**src/rtl/video_timing_pkg.sv**
```systemverilog
// Shared timing helpers for the video timing generator: per-axis totals,
// sync-region bounds, sync active-level mapping and the pipeline flag record.
package video_timing_pkg;

    localparam int LOOKAHEAD_MAX = 7;

    // Per-pixel decode carried down the fetch/display pipeline.
    typedef struct packed {
        logic live;
        logic active;
        logic v_blank;
        logic in_hsync;
        logic in_vsync;
        logic line_start;
        logic frame_start;
    } stage_flags_t;

    function automatic int axis_total(input int active, input int fp,
                                      input int sync, input int bp);
        return active + fp + sync + bp;
    endfunction

    function automatic int sync_start(input int active, input int fp);
        return active + fp;
    endfunction

    function automatic int sync_end(input int active, input int fp, input int sync);
        return active + fp + sync;
    endfunction

    function automatic logic active_level(input logic in_region, input int pol);
        return in_region ? (pol != 0) : (pol == 0);
    endfunction

endpackage

```
**src/rtl/timing_axis_counter.sv**
```systemverilog
// Wrapping position counter for one video axis with active/sync region decode.
module timing_axis_counter
    import video_timing_pkg::*;
#(
    parameter int ACTIVE = 800,
    parameter int FP     = 40,
    parameter int SYNC   = 48,
    parameter int BP     = 40,
    parameter int W      = 10
) (
    input  logic         disp_clk,
    input  logic         reset_n,
    input  logic         clr,
    input  logic         inc,
    output logic [W-1:0] count,
    output logic         in_active,
    output logic         in_sync
);

    localparam int TOTAL = axis_total(ACTIVE, FP, SYNC, BP);
    localparam logic [W-1:0] LAST    = W'(TOTAL - 1);
    localparam logic [W-1:0] ACT_END = W'(ACTIVE);
    localparam logic [W-1:0] SYNC_S  = W'(sync_start(ACTIVE, FP));
    localparam logic [W-1:0] SYNC_E  = W'(sync_end(ACTIVE, FP, SYNC));

    always_ff @(posedge disp_clk or negedge reset_n) begin
        if (!reset_n) begin
            count <= '0;
        end else if (clr) begin
            count <= '0;
        end else if (inc) begin
            count <= (count == LAST) ? '0 : count + 1'b1;
        end
    end

    assign in_active = (count < ACT_END);
    assign in_sync   = (count >= SYNC_S) && (count < SYNC_E);

endmodule

```
**src/rtl/video_timing_gen.sv**
```systemverilog
// Video timing generator: lead (hc,vc) counters feed a registered fetch stage,
// then a LOOKAHEAD-deep register delay line drives the display outputs.
module video_timing_gen
    import video_timing_pkg::*;
#(
    parameter int H_ACTIVE  = 800,
    parameter int H_FP      = 40,
    parameter int H_SYNC    = 48,
    parameter int H_BP      = 40,
    parameter int V_ACTIVE  = 480,
    parameter int V_FP      = 13,
    parameter int V_SYNC    = 3,
    parameter int V_BP      = 29,
    parameter int HS_POL    = 0,
    parameter int VS_POL    = 0,
    parameter int POS_W     = 10,
    parameter int LOOKAHEAD = 2,
    parameter int FC_W      = 8
) (
    input  logic             disp_clk,
    input  logic             reset_n,
    input  logic             en,
    output logic             disp_hsync,
    output logic             disp_vsync,
    output logic             valid_draw,
    output logic             v_blank,
    output logic [POS_W-1:0] h_pos,
    output logic [POS_W-1:0] v_pos,
    output logic             line_start,
    output logic             frame_start,
    output logic             fetch_valid,
    output logic [POS_W-1:0] fetch_h,
    output logic [POS_W-1:0] fetch_v,
    output logic [FC_W-1:0]  frame_count
);

    localparam int H_TOTAL = axis_total(H_ACTIVE, H_FP, H_SYNC, H_BP);
    localparam int V_TOTAL = axis_total(V_ACTIVE, V_FP, V_SYNC, V_BP);

    generate
        if (H_TOTAL > (1 << POS_W) || V_TOTAL > (1 << POS_W)) begin : g_bad_total
            $error("video_timing_gen: H_TOTAL/V_TOTAL exceed 2**POS_W");
        end
        if (H_ACTIVE <= 0 || H_FP <= 0 || H_SYNC <= 0 || H_BP <= 0 ||
            V_ACTIVE <= 0 || V_FP <= 0 || V_SYNC <= 0 || V_BP <= 0) begin : g_bad_zero
            $error("video_timing_gen: timing parameters must be non-zero");
        end
        if (LOOKAHEAD < 0 || LOOKAHEAD > LOOKAHEAD_MAX) begin : g_bad_la
            $error("video_timing_gen: LOOKAHEAD out of range 0..7");
        end
    endgenerate

    logic             run;
    logic             adv;
    logic             h_last;
    logic [POS_W-1:0] hc;
    logic [POS_W-1:0] vc;
    logic             h_act;
    logic             h_sync;
    logic             v_act;
    logic             v_sync;

    // The first enabled edge only arms the counters, holding them at (0,0).
    always_ff @(posedge disp_clk or negedge reset_n) begin
        if (!reset_n) begin
            run <= 1'b0;
        end else begin
            run <= en;
        end
    end

    assign adv    = en & run;
    assign h_last = (hc == POS_W'(H_TOTAL - 1));

    timing_axis_counter #(
        .ACTIVE (H_ACTIVE),
        .FP     (H_FP),
        .SYNC   (H_SYNC),
        .BP     (H_BP),
        .W      (POS_W)
    ) u_h_counter (
        .disp_clk  (disp_clk),
        .reset_n   (reset_n),
        .clr       (~en),
        .inc       (adv),
        .count     (hc),
        .in_active (h_act),
        .in_sync   (h_sync)
    );

    timing_axis_counter #(
        .ACTIVE (V_ACTIVE),
        .FP     (V_FP),
        .SYNC   (V_SYNC),
        .BP     (V_BP),
        .W      (POS_W)
    ) u_v_counter (
        .disp_clk  (disp_clk),
        .reset_n   (reset_n),
        .clr       (~en),
        .inc       (adv & h_last),
        .count     (vc),
        .in_active (v_act),
        .in_sync   (v_sync)
    );

    stage_flags_t fetch_flags;

    always_comb begin
        fetch_flags = '0;
        if (run) begin
            fetch_flags.live        = 1'b1;
            fetch_flags.active      = h_act & v_act;
            fetch_flags.v_blank     = ~v_act;
            fetch_flags.in_hsync    = h_sync;
            fetch_flags.in_vsync    = v_sync;
            fetch_flags.line_start  = (hc == '0);
            fetch_flags.frame_start = (hc == '0) && (vc == '0);
        end
    end

    // Index 0 is the fetch stage, index LOOKAHEAD is the displayed pixel.
    stage_flags_t     flags_q [LOOKAHEAD+1];
    logic [POS_W-1:0] h_q     [LOOKAHEAD+1];
    logic [POS_W-1:0] v_q     [LOOKAHEAD+1];

    always_ff @(posedge disp_clk or negedge reset_n) begin
        if (!reset_n) begin
            for (int k = 0; k <= LOOKAHEAD; k++) begin
                flags_q[k] <= '0;
                h_q[k]     <= '0;
                v_q[k]     <= '0;
            end
        end else if (!en) begin
            for (int k = 0; k <= LOOKAHEAD; k++) begin
                flags_q[k] <= '0;
                h_q[k]     <= '0;
                v_q[k]     <= '0;
            end
        end else begin
            flags_q[0] <= fetch_flags;
            h_q[0]     <= hc;
            v_q[0]     <= vc;
            for (int k = 1; k <= LOOKAHEAD; k++) begin
                flags_q[k] <= flags_q[k-1];
                h_q[k]     <= h_q[k-1];
                v_q[k]     <= v_q[k-1];
            end
        end
    end

    logic fs_next;

    generate
        if (LOOKAHEAD == 0) begin : g_fs_fetch
            assign fs_next = fetch_flags.frame_start;
        end else begin : g_fs_pipe
            assign fs_next = flags_q[LOOKAHEAD-1].frame_start;
        end
    endgenerate

    // Counted on the edge that raises frame_start; the very first one after enable is skipped.
    logic seen_first;

    always_ff @(posedge disp_clk or negedge reset_n) begin
        if (!reset_n) begin
            seen_first  <= 1'b0;
            frame_count <= '0;
        end else if (!en) begin
            seen_first  <= 1'b0;
            frame_count <= '0;
        end else if (fs_next) begin
            if (seen_first) begin
                frame_count <= frame_count + 1'b1;
            end
            seen_first <= 1'b1;
        end
    end

    stage_flags_t disp_flags;

    assign disp_flags  = flags_q[LOOKAHEAD];
    assign disp_hsync  = disp_flags.live & active_level(disp_flags.in_hsync, HS_POL);
    assign disp_vsync  = disp_flags.live & active_level(disp_flags.in_vsync, VS_POL);
    assign valid_draw  = disp_flags.active;
    assign v_blank     = disp_flags.v_blank;
    assign line_start  = disp_flags.line_start;
    assign frame_start = disp_flags.frame_start;
    assign h_pos       = h_q[LOOKAHEAD];
    assign v_pos       = v_q[LOOKAHEAD];

    assign fetch_valid = flags_q[0].active;
    assign fetch_h     = h_q[0];
    assign fetch_v     = v_q[0];

endmodule

```
**config.mk**
```make
export PLATFORM = sky130hd
export DESIGN_NAME = video_timing_gen
export DESIGN_NICKNAME = d
export VERILOG_FILES = /design/src/rtl/video_timing_pkg.sv /design/src/rtl/timing_axis_counter.sv /design/src/rtl/video_timing_gen.sv
export SDC_FILE = /design/constraint.sdc
export NUM_CORES = 1
export LEC_CHECK = 0
export CELL_PAD_IN_SITES_DETAIL_PLACEMENT = 0
export CELL_PAD_IN_SITES_GLOBAL_PLACEMENT = 2
export CORE_MARGIN = 4
export CORE_UTILIZATION = 37
export DETAILED_ROUTE_END_ITERATION = 10
export HOLD_SLACK_MARGIN = 0.03
export PLACE_DENSITY = 0.8
export SLEW_MARGIN = 20
export SYNTH_ARGS = -nofsm -noshare
export SYNTH_HDL_FRONTEND = slang
export SYNTH_SLANG_ARGS = --single-unit
```
**constraint.sdc**
```tcl
create_clock -name disp_clk -period 2.24 [get_ports disp_clk]
set_input_delay 0.448 -clock disp_clk [delete_from_list [all_inputs] [get_ports disp_clk]]
set_output_delay 0.448 -clock disp_clk [all_outputs]
set_load 0.01 [all_outputs]
```
======== Word level (Yosys, flattened, before mapping) ========
Cells that the tools add are included.
operators by class
  add/subtract/negate cells ............... 3
  multiply operators ...................... 0
  div/mod/pow operators ................... 0
  order comparisons ....................... 6
  eq/ne operators ......................... 6
  shifts and indexed selects .............. 0
  multiplexer cells ....................... 17
  bitwise logic cells ..................... 6
  reduce and logical (&&, ||, !) cells .... 6
operators by type and width
  cell                     count
  $mux W10                 6
  $mux W30                 2
  $mux W8                  3
  $mux W21                 1
  $add A10 B1 Y10 const B  2
  $eq A10 B10 Y1 const B   2
  $logic_not A10 Y1        2
  $lt A10 B10 Y1 const B   2
  $lt A10 B9 Y1 const B    2
  $ge A10 B10 Y1 const B   1
  $ge A10 B9 Y1 const B    1
  $add A8 B1 Y8 const B    1
  $ne A2 B1 Y1 const B     4
  $mux W7                  1
  $and A1 B1 Y1            5
  $mux W1                  4
  $logic_and A1 B1 Y1      3
  $reduce_and A2 Y1        1
  $not A1 Y1               1
storage, ports and cells
  register bits ........................... 111
  bits in latches ......................... 0
  bits in writable memories ............... 0
  bits in read-only memories .............. 0
  bits of input ports ..................... 3
  output and inout bits ................... 55
  word-level logic and storage cells ...... 76
  memories ................................ 0

======== Depth between registers and ports, before layout ========
Gate-level depths: netlist (run 1).
  word-level depth ........................ 4
  depth in mapped cells ................... 7
  gate-level depth less buffers ........... 6

======== Hierarchy ========
A second synthesis (run 1) with hierarchy kept.
unflattened totals
  cells, all modules ...................... 400
  area, all modules ....................... 4,616.9 µm²
by module, submodules not included
  module                             instances  cells an instance  area an instance (µm²)  seq. area each (µm²)
  video_timing_gen                   1          270                3,398.3                 2,277.2
  timing_axis_counter (u_v_counter)  1          70                 651.9                   250.2
  timing_axis_counter (u_h_counter)  1          60                 566.8                   250.2

======== Worst setup path after synthesis (run 1) ========
No wires, ideal clock.
  kind .................................... register to register
  from .................................... register u_h_counter.count[0]
  to ...................................... register u_v_counter.count[2]
  setup time .............................. 0.126 ns
  data arrival time ....................... 1.575 ns
  data required time ...................... 2.114 ns
  path slack .............................. 0.539 ns
  stages on the path, launching flop included .. 8
  path buffers ............................ 2
  clock period less this slack ............ 1.701 ns
  cells stage by stage .................... dfrtp_1 ha_1 and4_1 buf_6 nand4_4 and2_4 buf_6 a221o_1
between the ends
  word-level cells in the longest chain between the ends .. 3
ends and longest elaborated chain
  element                        RTL line                   source
  start: declaration             timing_axis_counter.sv:15  output logic [W-1:0] count,
  start signal: assignment       timing_axis_counter.sv:32  count <= (count == LAST) ? '0 : count + 1'b1;
  $eq A10 B10 Y1                 video_timing_gen.sv:73     assign h_last = (hc == POS_W'(H_TOTAL - 1));
  $and A1 B1 Y1                  video_timing_gen.sv:101    .inc (adv & h_last),
  $ne A2 B1 Y1 (no source line)  -
  end signal: assignment         timing_axis_counter.sv:32
  end: declaration               timing_axis_counter.sv:15
No other way between the ends.
A chain may end at the register's enable or synchronous reset.

======== Final worst setup path (run 1) ========
  from .................................... register u_h_counter.count[0]
  to ...................................... register u_v_counter.count[8]
Same word-level chain as after synthesis.

==> metrics.yaml, run 1 <==
yosys:
  synth-edff-count: 0
  synth_fa_ha_area_frac: 0.01906
  post_synth_inst_count: 392
  ys_seq_elements: 111
  synth_area_in_simple_gates: 0.2017
  top_ff_cell_synth: "sky130_fd_sc_hd__dfrtp_1"
  synth_area_um2: 4596
  synth-xor-area-share: 0.02287
  yosysWarnings: 0
  ys_async_sr_fraction: 1.000
  synth_fp_nets: 402
  synth_compound_gate_area_share: 0.05690
  synthMuxAreaShare: 0.002450
  main_combinational_cell_family_by_area_after_synthesis: "simple AND/OR/NAND/NOR gates"
  avgSynthCellArea_um2: 11.72
  ys_seq_area_frac: 0.6044
  post_synth_num_cell_types: 49
drt:
  initialDrtViolationCount: 279
  wl_mm: 8.141
  route.detailed.wl_per_inst_um: 13.94
  number_of_detailed_route_iterations_in_the_first_pass: 4
  drc: 0
  via_count: 2639
  detail-route-antenna-nets: 0
  route.detailed.vias_per_inst: 4.519
floorplanning:
  effective_utilization_at_floorplan: 0.3810
  placeable_area_um2: 12060
  die_y_um: 119.5
  pin_count: 58
  die-width_um: 119.5
  fp.dieArea_um2: 14270
  core.rowCount: 40
critical_path:
  cp.required_ns: 2.52
  critical_path_cell_by_cell: "ha_1 > and4_1 > nand4_1 > nor2_2 > a221o_2"
  crit-reg2reg-capture: "u_v_counter.count[8]"
  worstSetupStartpointType: "flop"
  critical_path.max_fanout: 7
  critical_path_arrival_ns: 2.19
  slowest_stage: "sky130_fd_sc_hd__dfrtp_1"
  end_kind: "flop"
  worst-setup-path-type: "reg2reg"
  rr_worst_depth: 5
  timing.reg2reg.setup_slack_ns: 0.33
  worst_reg2reg_path_startpoint: "u_h_counter.count[0]"
  critPathMaxStageDelay_ns: 0.40
grt:
  grt_use_total: 0.1185
  vias_in_the_first_global_route: 2532
  grt_first_pass_wirelength_mm: 13.56
  grt_start_max_net_pins: 50
  global_route.overflow_total: 0
  antenna_violations_before_repair: 0
cells_and_area:
  layout.nets: 421
  final.fill_count: 1124
  drive_above_1_share: 0.09615
  multi_input_area_um2: 1393
  sequential_cell_area_um2: 2778
  syn2layout_area_growth_pct: 16.01
  insertedDiodeCount: 0
pwr:
  p_clk_frac: 0.403
  p_switching_mw: 0.7695
  p_sw_frac: 0.2126
  power.share.combinational: 0.035
  leakagePower_nw: 2.451
  pd_cells_nw_per_um2: 678.8
  seq_power_share: 0.562
  fin_total_pwr_mw: 3.619
  max-vdd-ir-drop_v: 0.0003510
  power_report.internal_total_mw: 2.849
cts:
  cts_buffers: 9
  post_cts.repair.setup_buffers: 0
  clock_latency_ns: 0.34
  htree_num_levels: 3
  numClockSinks: 111
  clockRootBuffer: "sky130_fd_sc_hd__clkbuf_16"
  clk_transition_reported_paths_ns: 0.07
  maximum_buffer_depth_of_the_clock_tree: 2
  post_cts_hold_buffer_count: 0
  cts_tree: "yes"
  gates_resized_cts_repair: 0
placed_design:
  detailed_place_hpwl_mm: 5.625
  place.port_buffers: 57
  globalplace.congestion: 0.7922
timing:
  slew-limit-headroom: 0.6167
  tns_ns: 0
  finalSetupViolCount: 0
  worst-slew-pin-transition_ns: 0.5605
  fin_hold_ws_ns: 0.08489
  fmax_ghz: 0.5233
  timing.final.crit_share: 0.8531
  timing.final.hold_violations: 0
  slew_viol_final: 0
  fin_crit_ns: 1.911
  grt_setup_unrepaired: "no"
  finClkSkew_ns: 0.006333
job:
  cap_viol_max_count: 0
status:
  outcome: "finished, final reports clean"
hold_path:
  worst_hold_path_type: "in2async"
## area by class of cell
class / instances / area share
sequential: 111 / 0.5210
multi-input combinational: 213 / 0.2612
timing repair buffer: 66 / 0.1206
clock buffer: 14 / 0.04764
tap: 168 / 0.03943
inverter: 10 / 0.007041
clock inverter: 2 / 0.003051
## how the worst max path moves through the flow
stage                         startpoint                   end  slack [ns]
finish              u_h_counter.count[0]  u_v_counter.count[8]        0.33
global route        u_h_counter.count[0]  u_v_counter.count[8]        0.19
detailed placement  u_h_counter.count[0]  u_v_counter.count[8]        0.35
global placement    u_v_counter.count[0]  u_v_counter.count[8]        0.39
CTS                 u_h_counter.count[0]  u_v_counter.count[8]        0.34
floorplan           u_h_counter.count[0]  u_v_counter.count[2]        0.54
## placed cells by master (no fill, tap or decap), types with 4 or more instances in the layout
master	synthesis	routed
sky130_fd_sc_hd__buf_4	40	9
sky130_fd_sc_hd__xor2_1	5	5
sky130_fd_sc_hd__clkbuf_1	11	4
sky130_fd_sc_hd__nand2_1	17	17
sky130_fd_sc_hd__inv_1	10	10
sky130_fd_sc_hd__a22o_2	4	4
sky130_fd_sc_hd__nand3_1	8	8
sky130_fd_sc_hd__clkbuf_16	0	9
sky130_fd_sc_hd__nor2b_1	5	5
sky130_fd_sc_hd__and2_1	68	68
sky130_fd_sc_hd__ha_1	7	7
sky130_fd_sc_hd__clkdlybuf4s50_1	0	55
sky130_fd_sc_hd__or3_1	4	4
sky130_fd_sc_hd__nor2_1	20	20
sky130_fd_sc_hd__a21oi_1	7	7
sky130_fd_sc_hd__o21ai_0	6	6
sky130_fd_sc_hd__nor4_1	5	5
sky130_fd_sc_hd__nand4_1	5	5
sky130_fd_sc_hd__nor3_1	5	5
sky130_fd_sc_hd__xnor2_1	7	7
sky130_fd_sc_hd__dfrtp_1	111	111
## Yosys cell counts (2+ instances only)
cell type	instances	area (um^2)
sky130_fd_sc_hd__a31oi_1	3	18.77
sky130_fd_sc_hd__and2_1	68	425.4
sky130_fd_sc_hd__nand4_1	5	31.28
sky130_fd_sc_hd__a221o_1	3	30.03
sky130_fd_sc_hd__nor4b_1	2	17.52
sky130_fd_sc_hd__nor4_1	5	31.28
sky130_fd_sc_hd__xor2_1	5	43.79
sky130_fd_sc_hd__clkbuf_1	11	41.29
sky130_fd_sc_hd__inv_1	10	37.54
sky130_fd_sc_hd__a22o_2	4	40.04
sky130_fd_sc_hd__dfrtp_1	111	2778
sky130_fd_sc_hd__buf_6	2	22.52
sky130_fd_sc_hd__buf_2	3	15.01
sky130_fd_sc_hd__ha_1	7	87.58
sky130_fd_sc_hd__a21oi_1	7	35.03
sky130_fd_sc_hd__and2_2	2	15.01
sky130_fd_sc_hd__or3_1	4	25.02
sky130_fd_sc_hd__buf_4	40	300.3
sky130_fd_sc_hd__nand2_1	17	63.81
sky130_fd_sc_hd__o21ai_0	6	30.03
sky130_fd_sc_hd__nand3_1	8	40.04
sky130_fd_sc_hd__and4_1	3	26.28
sky130_fd_sc_hd__xnor2_1	7	61.31
sky130_fd_sc_hd__and3_1	3	18.77
sky130_fd_sc_hd__nor2b_1	5	31.28
sky130_fd_sc_hd__nor2_1	20	75.07
sky130_fd_sc_hd__or2_2	3	18.77
sky130_fd_sc_hd__nor3_1	5	25.02
sky130_fd_sc_hd__o21a_1	2	15.01
sky130_fd_sc_hd__o41ai_1	2	17.52
## layer usage
layer / wire [um] / vias to the layer above / track usage
met5: 0 / - / 0
met4: 125 / 0 / 0.04295
met3: 322 / 9 / 0.02896
met2: 3666 / 55 / 0.1744
met1: 4027 / 1281 / 0.1701
li1: - / 1294 / -
## worst max-delay path: cells and delay by family, from the launching register on
family | cells | cell delay [ns]
simple gates | 3 | 1.04
flops | 1 | 0.40
compound gates | 1 | 0.21
fa+ha+maj | 1 | 0.20
## flip-flops by register name, summed over array words and instances, names as in the netlist
register,count
fetch_valid,1
v_q,10
v_pos,10
fetch_v,10
run,1
fs_next,1
valid_draw,1
u_h_counter.count,10
seen_first,1
flags_q,12
u_v_counter.count,10
h_pos,10
disp_flags,3
fetch_h,10
h_q,10
frame_count,8
line_start,1
frame_start,1
v_blank,1
## stage by stage
| stage | setup slack [ns] | cells | utilization | area, um^2 |
|---|---|---|---|---|
| after detailed placement | 0.3530 | 568 | 0.4196 | 5061 |
| after CTS | 0.3354 | 584 | 0.4420 | 5331 |
| after floorplan | 0.5393 | 392 | - | 4596 |
| after global routing | 0.1885 | 584 | 0.4420 | 5331 |
| final | 0.3290 | 584 | 0.4420 | 5331 |
| after global placement | 0.3896 | 568 | 0.4196 | 5061 |
## cells by family after synthesis
| kind of cell | Yosys count |
|---|---|
| mux | 1 |
| buf+inv | 68 |
| fa+ha+maj | 7 |
| compound gates | 35 |
| simple gates | 158 |
| xor+xnor | 12 |
| flops | 111 |
## power groups by stage
stage | clock, mW | combinational (mW) | sequential (mW)
6_report | 1.46 | 0.127 | 2.03
5_1_grt | 1.59 | 0.147 | 2.03
4_1_cts | 1.50 | 0.134 | 2.03
3_5_place_dp | 0 | 0.133 | 2.07
3_3_place_gp | 0 | 0.132 | 2.07
2_1_floorplan | 0 | 0.0552 | 2.07
Power figures use the tool's default switching activity.
==> inputs of run 2 (changes only) <==
--- a/config.mk
+++ b/config.mk
@@ -5,6 +5,7 @@
 export SDC_FILE = /design/constraint.sdc
 export NUM_CORES = 1
 export LEC_CHECK = 0
+export CAP_MARGIN = 25
 export CELL_PAD_IN_SITES_DETAIL_PLACEMENT = 0
 export CELL_PAD_IN_SITES_GLOBAL_PLACEMENT = 2
 export CORE_MARGIN = 4
==> results of run 2 <==
No change in the layout: final DEF, timing and power equal those of run 1.
